## src/rtl/pipe_pkg.sv

```systemverilog
// Shared pipeline definitions: ALU op codes, forwarding selects and the
// multiplier FSM state encoding.
package pipe_pkg;

  typedef enum logic [3:0] {
    ALU_ADD   = 4'd0,
    ALU_SUB   = 4'd1,
    ALU_AND   = 4'd2,
    ALU_OR    = 4'd3,
    ALU_XOR   = 4'd4,
    ALU_SLL   = 4'd5,
    ALU_SRL   = 4'd6,
    ALU_SRA   = 4'd7,
    ALU_SLT   = 4'd8,
    ALU_SLTU  = 4'd9,
    ALU_PASSB = 4'd10,
    ALU_MUL   = 4'd11
  } alu_op_e;

  localparam logic [1:0] FWD_ID  = 2'b00;
  localparam logic [1:0] FWD_MEM = 2'b01;
  localparam logic [1:0] FWD_WB  = 2'b10;

  typedef enum logic [1:0] {
    MUL_IDLE = 2'd0,
    MUL_BUSY = 2'd1,
    MUL_DONE = 2'd2
  } mul_state_e;

endpackage

```

## src/rtl/mul_iter.sv

```systemverilog
// Radix-2 shift-add multiplier: XLEN steps after start, low XLEN product bits.
// Present only when MUL_EXT_EN is defined.
`ifdef MUL_EXT_EN
module mul_iter #(
  parameter int unsigned XLEN = 32
) (
  input  logic            clk,
  input  logic            rst_n,
  input  logic            start,
  input  logic            abort,
  input  logic [XLEN-1:0] a,
  input  logic [XLEN-1:0] b,
  output logic            done,
  output logic [XLEN-1:0] product
);

  localparam int unsigned CW = $clog2(XLEN);

  logic [XLEN-1:0] mcand, mplier, acc;
  logic [CW-1:0]   cnt;
  logic            run;

  always_ff @(posedge clk or negedge rst_n) begin
    if (!rst_n) begin
      mcand  <= '0;
      mplier <= '0;
      acc    <= '0;
      cnt    <= '0;
      run    <= 1'b0;
    end else if (abort) begin
      run <= 1'b0;
    end else if (start) begin
      mcand  <= a;
      mplier <= b;
      acc    <= '0;
      cnt    <= CW'(XLEN - 1);
      run    <= 1'b1;
    end else if (run) begin
      if (mplier[0]) acc <= acc + mcand;
      mcand  <= mcand << 1;
      mplier <= mplier >> 1;
      cnt    <= cnt - 1'b1;
      if (cnt == '0) run <= 1'b0;
    end
  end

  // done marks the cycle performing the final step; product is valid after it
  assign done    = run && (cnt == '0);
  assign product = acc;

endmodule
`endif

```

## src/rtl/ex_stage.sv

```systemverilog
// RV32 execute stage: operand forwarding, ALU and EX/MEM register.
// Define MUL_EXT_EN to build the iterative multiplier and its stall FSM.
module ex_stage
  import pipe_pkg::*;
#(
  parameter int unsigned XLEN = 32
) (
  input  logic            clk,
  input  logic            rst_n,
  input  logic            ex_valid,
  input  logic [XLEN-1:0] ex_pc,
  input  logic [XLEN-1:0] ex_rs1_data,
  input  logic [XLEN-1:0] ex_rs2_data,
  input  logic [XLEN-1:0] ex_imm,
  input  logic [3:0]      ex_alu_op,
  input  logic            alua_sel,
  input  logic            alub_sel,
  input  logic            ex_rf_we,
  input  logic            ex_mem_we,
  input  logic            ex_mem_re,
  input  logic [4:0]      ex_wR,
  input  logic [1:0]      forward_a,
  input  logic [1:0]      forward_b,
  input  logic [XLEN-1:0] mem_fwd_data,
  input  logic [XLEN-1:0] wb_fwd_data,
  input  logic            mem_stall,
  input  logic            flush,
  output logic            ex_stall_req,
  output logic            mem_valid,
  output logic [XLEN-1:0] mem_alu_result,
  output logic [XLEN-1:0] mem_store_data,
  output logic [4:0]      mem_wR,
  output logic            mem_rf_we,
  output logic            mem_mem_we,
  output logic            mem_mem_re
);

  alu_op_e         op;
  logic [XLEN-1:0] fwd_a, fwd_b, op_a, op_b, alu_res;
  logic            cap_valid, cap_rf_we, cap_mem_we, cap_mem_re;
  logic [XLEN-1:0] cap_result, cap_store;
  logic [4:0]      cap_wR;

  assign op = alu_op_e'(ex_alu_op);

  always_comb begin
    case (forward_a)
      FWD_MEM: fwd_a = mem_fwd_data;
      FWD_WB:  fwd_a = wb_fwd_data;
      default: fwd_a = ex_rs1_data;
    endcase
    case (forward_b)
      FWD_MEM: fwd_b = mem_fwd_data;
      FWD_WB:  fwd_b = wb_fwd_data;
      default: fwd_b = ex_rs2_data;
    endcase
  end

  assign op_a = alua_sel ? ex_pc  : fwd_a;
  assign op_b = alub_sel ? ex_imm : fwd_b;

  // MUL is not computed here; it comes from the iterative unit when present
  always_comb begin
    alu_res = '0;
    case (op)
      ALU_ADD:   alu_res = op_a + op_b;
      ALU_SUB:   alu_res = op_a - op_b;
      ALU_AND:   alu_res = op_a & op_b;
      ALU_OR:    alu_res = op_a | op_b;
      ALU_XOR:   alu_res = op_a ^ op_b;
      ALU_SLL:   alu_res = op_a << op_b[4:0];
      ALU_SRL:   alu_res = op_a >> op_b[4:0];
      ALU_SRA:   alu_res = $signed(op_a) >>> op_b[4:0];
      ALU_SLT:   alu_res = {{(XLEN-1){1'b0}}, $signed(op_a) < $signed(op_b)};
      ALU_SLTU:  alu_res = {{(XLEN-1){1'b0}}, op_a < op_b};
      ALU_PASSB: alu_res = op_b;
      default:   alu_res = '0;
    endcase
  end

`ifdef MUL_EXT_EN
  mul_state_e      state, state_nxt;
  logic            mul_start, mul_done;
  logic [XLEN-1:0] mul_prod, l_store;
  logic [4:0]      l_wR;
  logic            l_rf_we, l_mem_we, l_mem_re;

  // rst_n gates acceptance so the stall request drops the moment reset asserts
  assign mul_start = rst_n && (state == MUL_IDLE) && ex_valid && (op == ALU_MUL) && !flush;

  always_ff @(posedge clk or negedge rst_n) begin
    if (!rst_n) state <= MUL_IDLE;
    else        state <= state_nxt;
  end

  always_comb begin
    state_nxt = state;
    if (flush) begin
      state_nxt = MUL_IDLE;
    end else begin
      case (state)
        MUL_IDLE: if (mul_start)  state_nxt = MUL_BUSY;
        MUL_BUSY: if (mul_done)   state_nxt = MUL_DONE;
        MUL_DONE: if (!mem_stall) state_nxt = MUL_IDLE;
        default:  state_nxt = MUL_IDLE;
      endcase
    end
  end

  always_comb begin
    ex_stall_req = mul_start || (state == MUL_BUSY);
  end

  // Forwarding sources keep moving during the stall, so capture everything at accept
  always_ff @(posedge clk or negedge rst_n) begin
    if (!rst_n) begin
      l_store  <= '0;
      l_wR     <= '0;
      l_rf_we  <= 1'b0;
      l_mem_we <= 1'b0;
      l_mem_re <= 1'b0;
    end else if (mul_start) begin
      l_store  <= fwd_b;
      l_wR     <= ex_wR;
      l_rf_we  <= ex_rf_we;
      l_mem_we <= ex_mem_we;
      l_mem_re <= ex_mem_re;
    end
  end

  mul_iter #(.XLEN(XLEN)) u_mul (
    .clk     (clk),
    .rst_n   (rst_n),
    .start   (mul_start),
    .abort   (flush),
    .a       (op_a),
    .b       (op_b),
    .done    (mul_done),
    .product (mul_prod)
  );
`else
  assign ex_stall_req = 1'b0;
`endif

  always_comb begin
    cap_valid  = ex_valid;
    cap_result = alu_res;
    cap_store  = fwd_b;
    cap_wR     = ex_wR;
    cap_rf_we  = ex_valid & ex_rf_we;
    cap_mem_we = ex_valid & ex_mem_we;
    cap_mem_re = ex_valid & ex_mem_re;
`ifdef MUL_EXT_EN
    if (state == MUL_DONE) begin
      cap_valid  = 1'b1;
      cap_result = mul_prod;
      cap_store  = l_store;
      cap_wR     = l_wR;
      cap_rf_we  = l_rf_we;
      cap_mem_we = l_mem_we;
      cap_mem_re = l_mem_re;
    end
`endif
  end

  always_ff @(posedge clk or negedge rst_n) begin
    if (!rst_n) begin
      mem_valid      <= 1'b0;
      mem_alu_result <= '0;
      mem_store_data <= '0;
      mem_wR         <= '0;
      mem_rf_we      <= 1'b0;
      mem_mem_we     <= 1'b0;
      mem_mem_re     <= 1'b0;
    end else if (flush) begin
      mem_valid  <= 1'b0;
      mem_rf_we  <= 1'b0;
      mem_mem_we <= 1'b0;
      mem_mem_re <= 1'b0;
    end else if (!mem_stall) begin
      if (ex_stall_req) begin
        mem_valid  <= 1'b0;
        mem_rf_we  <= 1'b0;
        mem_mem_we <= 1'b0;
        mem_mem_re <= 1'b0;
      end else begin
        mem_valid      <= cap_valid;
        mem_alu_result <= cap_result;
        mem_store_data <= cap_store;
        mem_wR         <= cap_wR;
        mem_rf_we      <= cap_rf_we;
        mem_mem_we     <= cap_mem_we;
        mem_mem_re     <= cap_mem_re;
      end
    end
  end

endmodule
```

## config.mk

```make
export PLATFORM = sky130hd
export DESIGN_NAME = ex_stage
export DESIGN_NICKNAME = d
export VERILOG_FILES = /design/src/rtl/pipe_pkg.sv /design/src/rtl/mul_iter.sv /design/src/rtl/ex_stage.sv
export SDC_FILE = /design/constraint.sdc
export NUM_CORES = 1
export LEC_CHECK = 0
export BUFFER_PORTS_ARGS = -buffer_cell sky130_fd_sc_hd__buf_2
export CAP_MARGIN = 20
export CORE_ASPECT_RATIO = 1.25
export CORE_MARGIN = 1
export CORE_UTILIZATION = 62
export DETAILED_ROUTE_END_ITERATION = 12
export PLACE_DENSITY = 0.95
export SLEW_MARGIN = 10
export SYNTH_ARGS = -nofsm -noshare
export SYNTH_HDL_FRONTEND = slang
export SYNTH_SLANG_ARGS = --single-unit
```

## constraint.sdc

```tcl
create_clock -name clk -period 2.96 [get_ports clk]
set_clock_uncertainty 0.05 [all_clocks]
set_input_delay 0.148 -clock clk [delete_from_list [all_inputs] [get_ports clk]]
set_output_delay 0.148 -clock clk [all_outputs]
set_load 0.1 [all_outputs]
```

==> impl_metrics.py, run 1 <==
metrics = {
    "synthesis": {
        "yosys_warnings": 0,
        "ys.flop_type": "dfrtp_1",
        "postSynthAreaPerCell_um2": 7.26,
        "synth-async-reset-ratio_pct": 100,
        "syn_nets": 2213,
        "ys_seq_area_share_pct": 13.3,
        "ys_ff_latch": 73,
        "ys_types": 84,
        "syn-instance-count": 1892,
        "synth_edf_count": 0,
        "syn_area_mm2": 0.0137,
    },
    "die": {
        "die-height_um": 168,
        "num_io_pins": 289,
        "die_w_um": 135,
        "start_util_pct": 63.5,
        "std_cell_rows": 60,
    },
    "cts": {
        "cts-buffers-inserted": 9,
        "root_buffer": "clkbuf_16",
        "postCtsHoldBufs": 6,
        "clock-sinks": 73,
        "cts_buffer_depth": 2,
        "cts.htree.levels": 3,
        "post-cts-setup-buffers": 36,
        "cts.repair.resized": 274,
    },
    "placement": {
        "dpl-instance-area_mm2": 0.0194,
        "port_buffers": 287,
        "hpwlAfterDp_mm": 72.5,
        "place.gp.congestion": 1.41,
        "place_ws_ns": -1.64,
    },
    "outcome": {
        "error": "[ERROR DPL-0033] detailed placement checks failed during check placement.",
        "stop_stage": "clock tree synthesis",
        "status": "aborted with a tool error",
    },
}
-- per-stage QoR --
stage / std cells / setup TNS (ns)
2_1_floorplan: 1892 / -19.18
3_3_place_gp: 2860 / -27.60
3_5_place_dp: 2860 / -41.82
-- synthesized netlist by cell type (all sizes together) (29+ instances only) --
master	n	area [um2]
a211oi	33	248
a21oi	141	706
a221o	38	380
a221oi	29	260
a22o	42	368
buf	53	319
clkbuf	103	387
dfrtp	73	1830
ha	104	1300
inv	94	355
mux2i	143	1440
nand2	199	747
nand2b	55	352
nor2	159	597
nor3	34	170
o21ai	170	851
o221ai	50	517
-- logic make-up after synthesis --
kind of cell / after synthesis / synth area share, %
simple gates: 555 / 18.5
xor+xnor: 16 / 1.02
compound gates: 725 / 37.3
other cells: 1 / 0.0273
mux: 166 / 12.4
flops: 73 / 13.3
buf+inv: 250 / 7.73
fa+ha+maj: 106 / 9.77
==> run 2, diff against run 1 <==
CORE_ASPECT_RATIO = default   (was 1.25)
CORE_UTILIZATION = 40   (was 62)
PLACE_DENSITY = default   (was 0.95)
PLACE_DENSITY_LB_ADDON = 0.15   (was default)
==> run 2 against run 1 <==
The flow now finishes, with violations (setup timing); synthesized cell count unchanged; area after synthesis unchanged.
==> impl_metrics.py, run 2 <==
metrics = {
    "layout": {
        "fin_nets": 3072,
        "drive_above_1_share_pct": 46.9,
        "mostFrequentLayoutCells": "buf_4 (655), buf_2 (284), nand2_1 (198), nor2_1 (148), o21ai_0 (123)",
        "final_common_cell": "buf_4",
        "final_cells": 3216,
        "reg_top3": "mem_alu_result: 32 flops, mem_store_data: 32 flops, mem_wR: 5 flops",
        "area_growth_pct": 67.0,
    },
    "placement": {
        "dp_cells": 3096,
        "place.gp.congestion": 1.10,
        "place_ws_ns": -1.51,
        "port_buffers": 287,
        "hpwlAfterDp_mm": 69.4,
    },
    "setup_path": {
        "cp.arrival_ns": 4.03,
        "required_ns": 3.17,
        "timing.rr.end": "mem_alu_result[27]",
        "cp-end-kind": "register",
        "r2r_slack_ns": 0.83,
        "path_class": "primary input to register",
        "cp-start-kind": "primary input",
        "reg2reg_from": "mem_alu_result[27]",
        "reg2reg_depth": 7,
        "worstPathMaxFanout": 7,
    },
    "synthesis": {
        "postSynthAreaPerCell_um2": 7.26,
        "syn_area_mm2": 0.0137,
        "yosys_warnings": 0,
        "synth_edf_count": 0,
        "synth_most_common_cell": "nand2_1",
        "yosysTopAreaCell": "dfrtp_1",
        "synth_top_area_share_pct": 13.3,
        "syn-instance-count": 1892,
        "synth_area_leaders": "dfrtp_1 (13%), mux2i_1 (10%), ha_1 (9.5%), o21ai_0 (6.2%), nand2_1 (5.4%)",
        "ys_types": 84,
        "synth-async-reset-ratio_pct": 100,
        "syn_nets": 2213,
        "ys_seq_area_share_pct": 13.3,
        "synthTopCellsByCount": "nand2_1 (199), o21ai_0 (169), nor2_1 (159)",
        "ys.flop_type": "dfrtp_1",
        "ys_ff_latch": 73,
    },
    "die": {
        "start_util_pct": 40.8,
        "core-area_mm2": 0.0336,
        "num_io_pins": 289,
        "die-area_mm2": 0.0351,
        "std_cell_rows": 67,
        "die-height_um": 187,
        "die_w_um": 187,
    },
    "drt": {
        "drcViolationCount": 0,
        "drt_iter0_markers": 2498,
        "antenna_left": 0,
        "vias": 20800,
        "routed_via_density": 6.46,
        "dr.pass1.iters": 8,
        "routedWlPerCell_um": 28.0,
        "drt-total-wl_mm": 89.9,
    },
    "cts": {
        "root_buffer": "clkbuf_16",
        "cts.htree.levels": 3,
        "clk_pin_slew_ns": 0.07,
        "clk_latency_ns": 0.37,
        "clock-sinks": 73,
        "cts_buffer_depth": 2,
        "cts-buffers-inserted": 9,
        "cts_tree": "yes",
    },
    "power_and_ir_drop": {
        "ir_worst_vdd_uv": 544,
        "p_leak_nw": 10.8,
        "powerDensity_mw_per_mm2": 502,
    },
    "min_path": {
        "min_to": "mem_store_data[6]",
        "hold_start": "ex_rs2_data[6]",
        "hp-class": "primary input to register",
        "worstHoldPathCells": 3,
    },
    "sta": {
        "fin_crit_ns": 3.82,
        "maxSlewViolCount": 0,
        "rsz0062_at_grt": "true",
        "setup_viol": 32,
        "worst_slack_ns": -0.863,
        "hold_violations": 0,
        "relSlewSlack_pct": 34.4,
        "timing.final.crit_share_pct": 129,
        "holdWs_ns": 0.0531,
        "clock.fmax_ghz": 0.262,
        "finalSetupTns_ns": -18.77,
        "tightest_slew_ns": 0.979,
    },
    "outcome": {
        "violations": "setup timing",
        "status": "finished, violations left",
    },
    "grt": {
        "grt_pass1_wl_mm": 127,
        "overflow": 0,
        "grtUsageTotal_pct": 48.6,
        "grt_start_max_net_pins": 118,
        "grt_pass1_vias": 20000,
        "grt_antenna_before_repair": 14,
    },
    "flow_run": {
        "cap_violations": 0,
    },
}
[run 2: cell counts after synthesis]
Identical to the previous run, type by type.
[run 2: final cells by class]
type	count	area (um2)
multi-input cells	1570	12600
fillers	2783	10700
repair buffers	1003	7260
flip-flops and latches	73	1830
well taps	448	561
inverters	94	360
clock buffers	10	239
clock inverters	6	75.1
diodes	12	30.0
[run 2: per-layer routing]
metal	track usage, %	vias to the layer above	wire length (um)
li1	-	8859	-
met4	38.0	2	8650
met1	58.2	9776	32400
met5	0	-	13
met3	9.98	476	9750
met2	76.2	1676	39100
[run 2: metrics by stage]
step | instance area [um2] | power (W) | util, %
6_report | 22900 | 0.0115 | 68.2
4_1_cts | 21900 | 0.0107 | 65.2
3_3_place_gp | 20100 | 0.00876 | 59.8
3_5_place_dp | 20100 | 0.00882 | 59.8
2_1_floorplan | 14100 | 0.00546 | -
5_1_grt | 22900 | 0.0119 | 68.2
[run 2: how the worst max path moves through the flow]
stage	startpoint	end	depth (start not counted)
global route	forward_b[0]	mem_alu_result[30]	21
detailed placement	forward_b[0]	mem_alu_result[29]	19
CTS	forward_b[0]	mem_alu_result[30]	19
floorplan	forward_b[1]	mem_alu_result[30]	18
finish	forward_b[0]	mem_alu_result[30]	21
global placement	forward_b[0]	mem_alu_result[24]	20
[run 2: cells by family (layout without fill, tap and decap cells)]
logic type,Yosys count,count (layout),share of synthesized area [%]
AOI/OAI and AO/OA,725,725,37.3
and+or+nand+nor,555,556,18.5
buffers and inverters,250,1113,7.73
muxes,166,166,12.4
adders and majority gates,106,106,9.77
DFF,73,73,13.3
xor gates and xnor gates,16,16,1.02
other,1,13,0.0273
[run 2: repair_timing]
action                                 CTS  global route
gates resized for setup                228           127
buffers inserted                        41            45
gates cloned                             4             2
pin swaps                               68            88
endpoints found under the hold margin   48             0
hold buffers                             9             0
setup endpoints to repair               32            32
[run 2: worst max-delay path, stage by stage]
cell and delay (ns):
buf_8 0.08, inv_4 0.03, ha_4 0.27, buf_6 0.14
or2_4 0.28, o221ai_4 0.27, inv_4 0.08, ha_2 0.19
inv_2 0.07, fa_2 0.23, a21o_1 0.17, a211oi_2 0.07
o41a_1 0.35, buf_4 0.17, o31ai_4 0.38, a221oi_4 0.14
o221a_2 0.30, buf_4 0.15, o2111a_1 0.25, a211oi_2 0.15
o21ai_1 0.08
[run 2: report_power, final]
part,switching (W),internal (W)
Combinational,0.00530,0.00367
Sequential,0.000128,0.00113
Clock,0.000593,0.000691
Total,0.00602,0.00550
No activity file was read; power rests on OpenSTA's default activity.
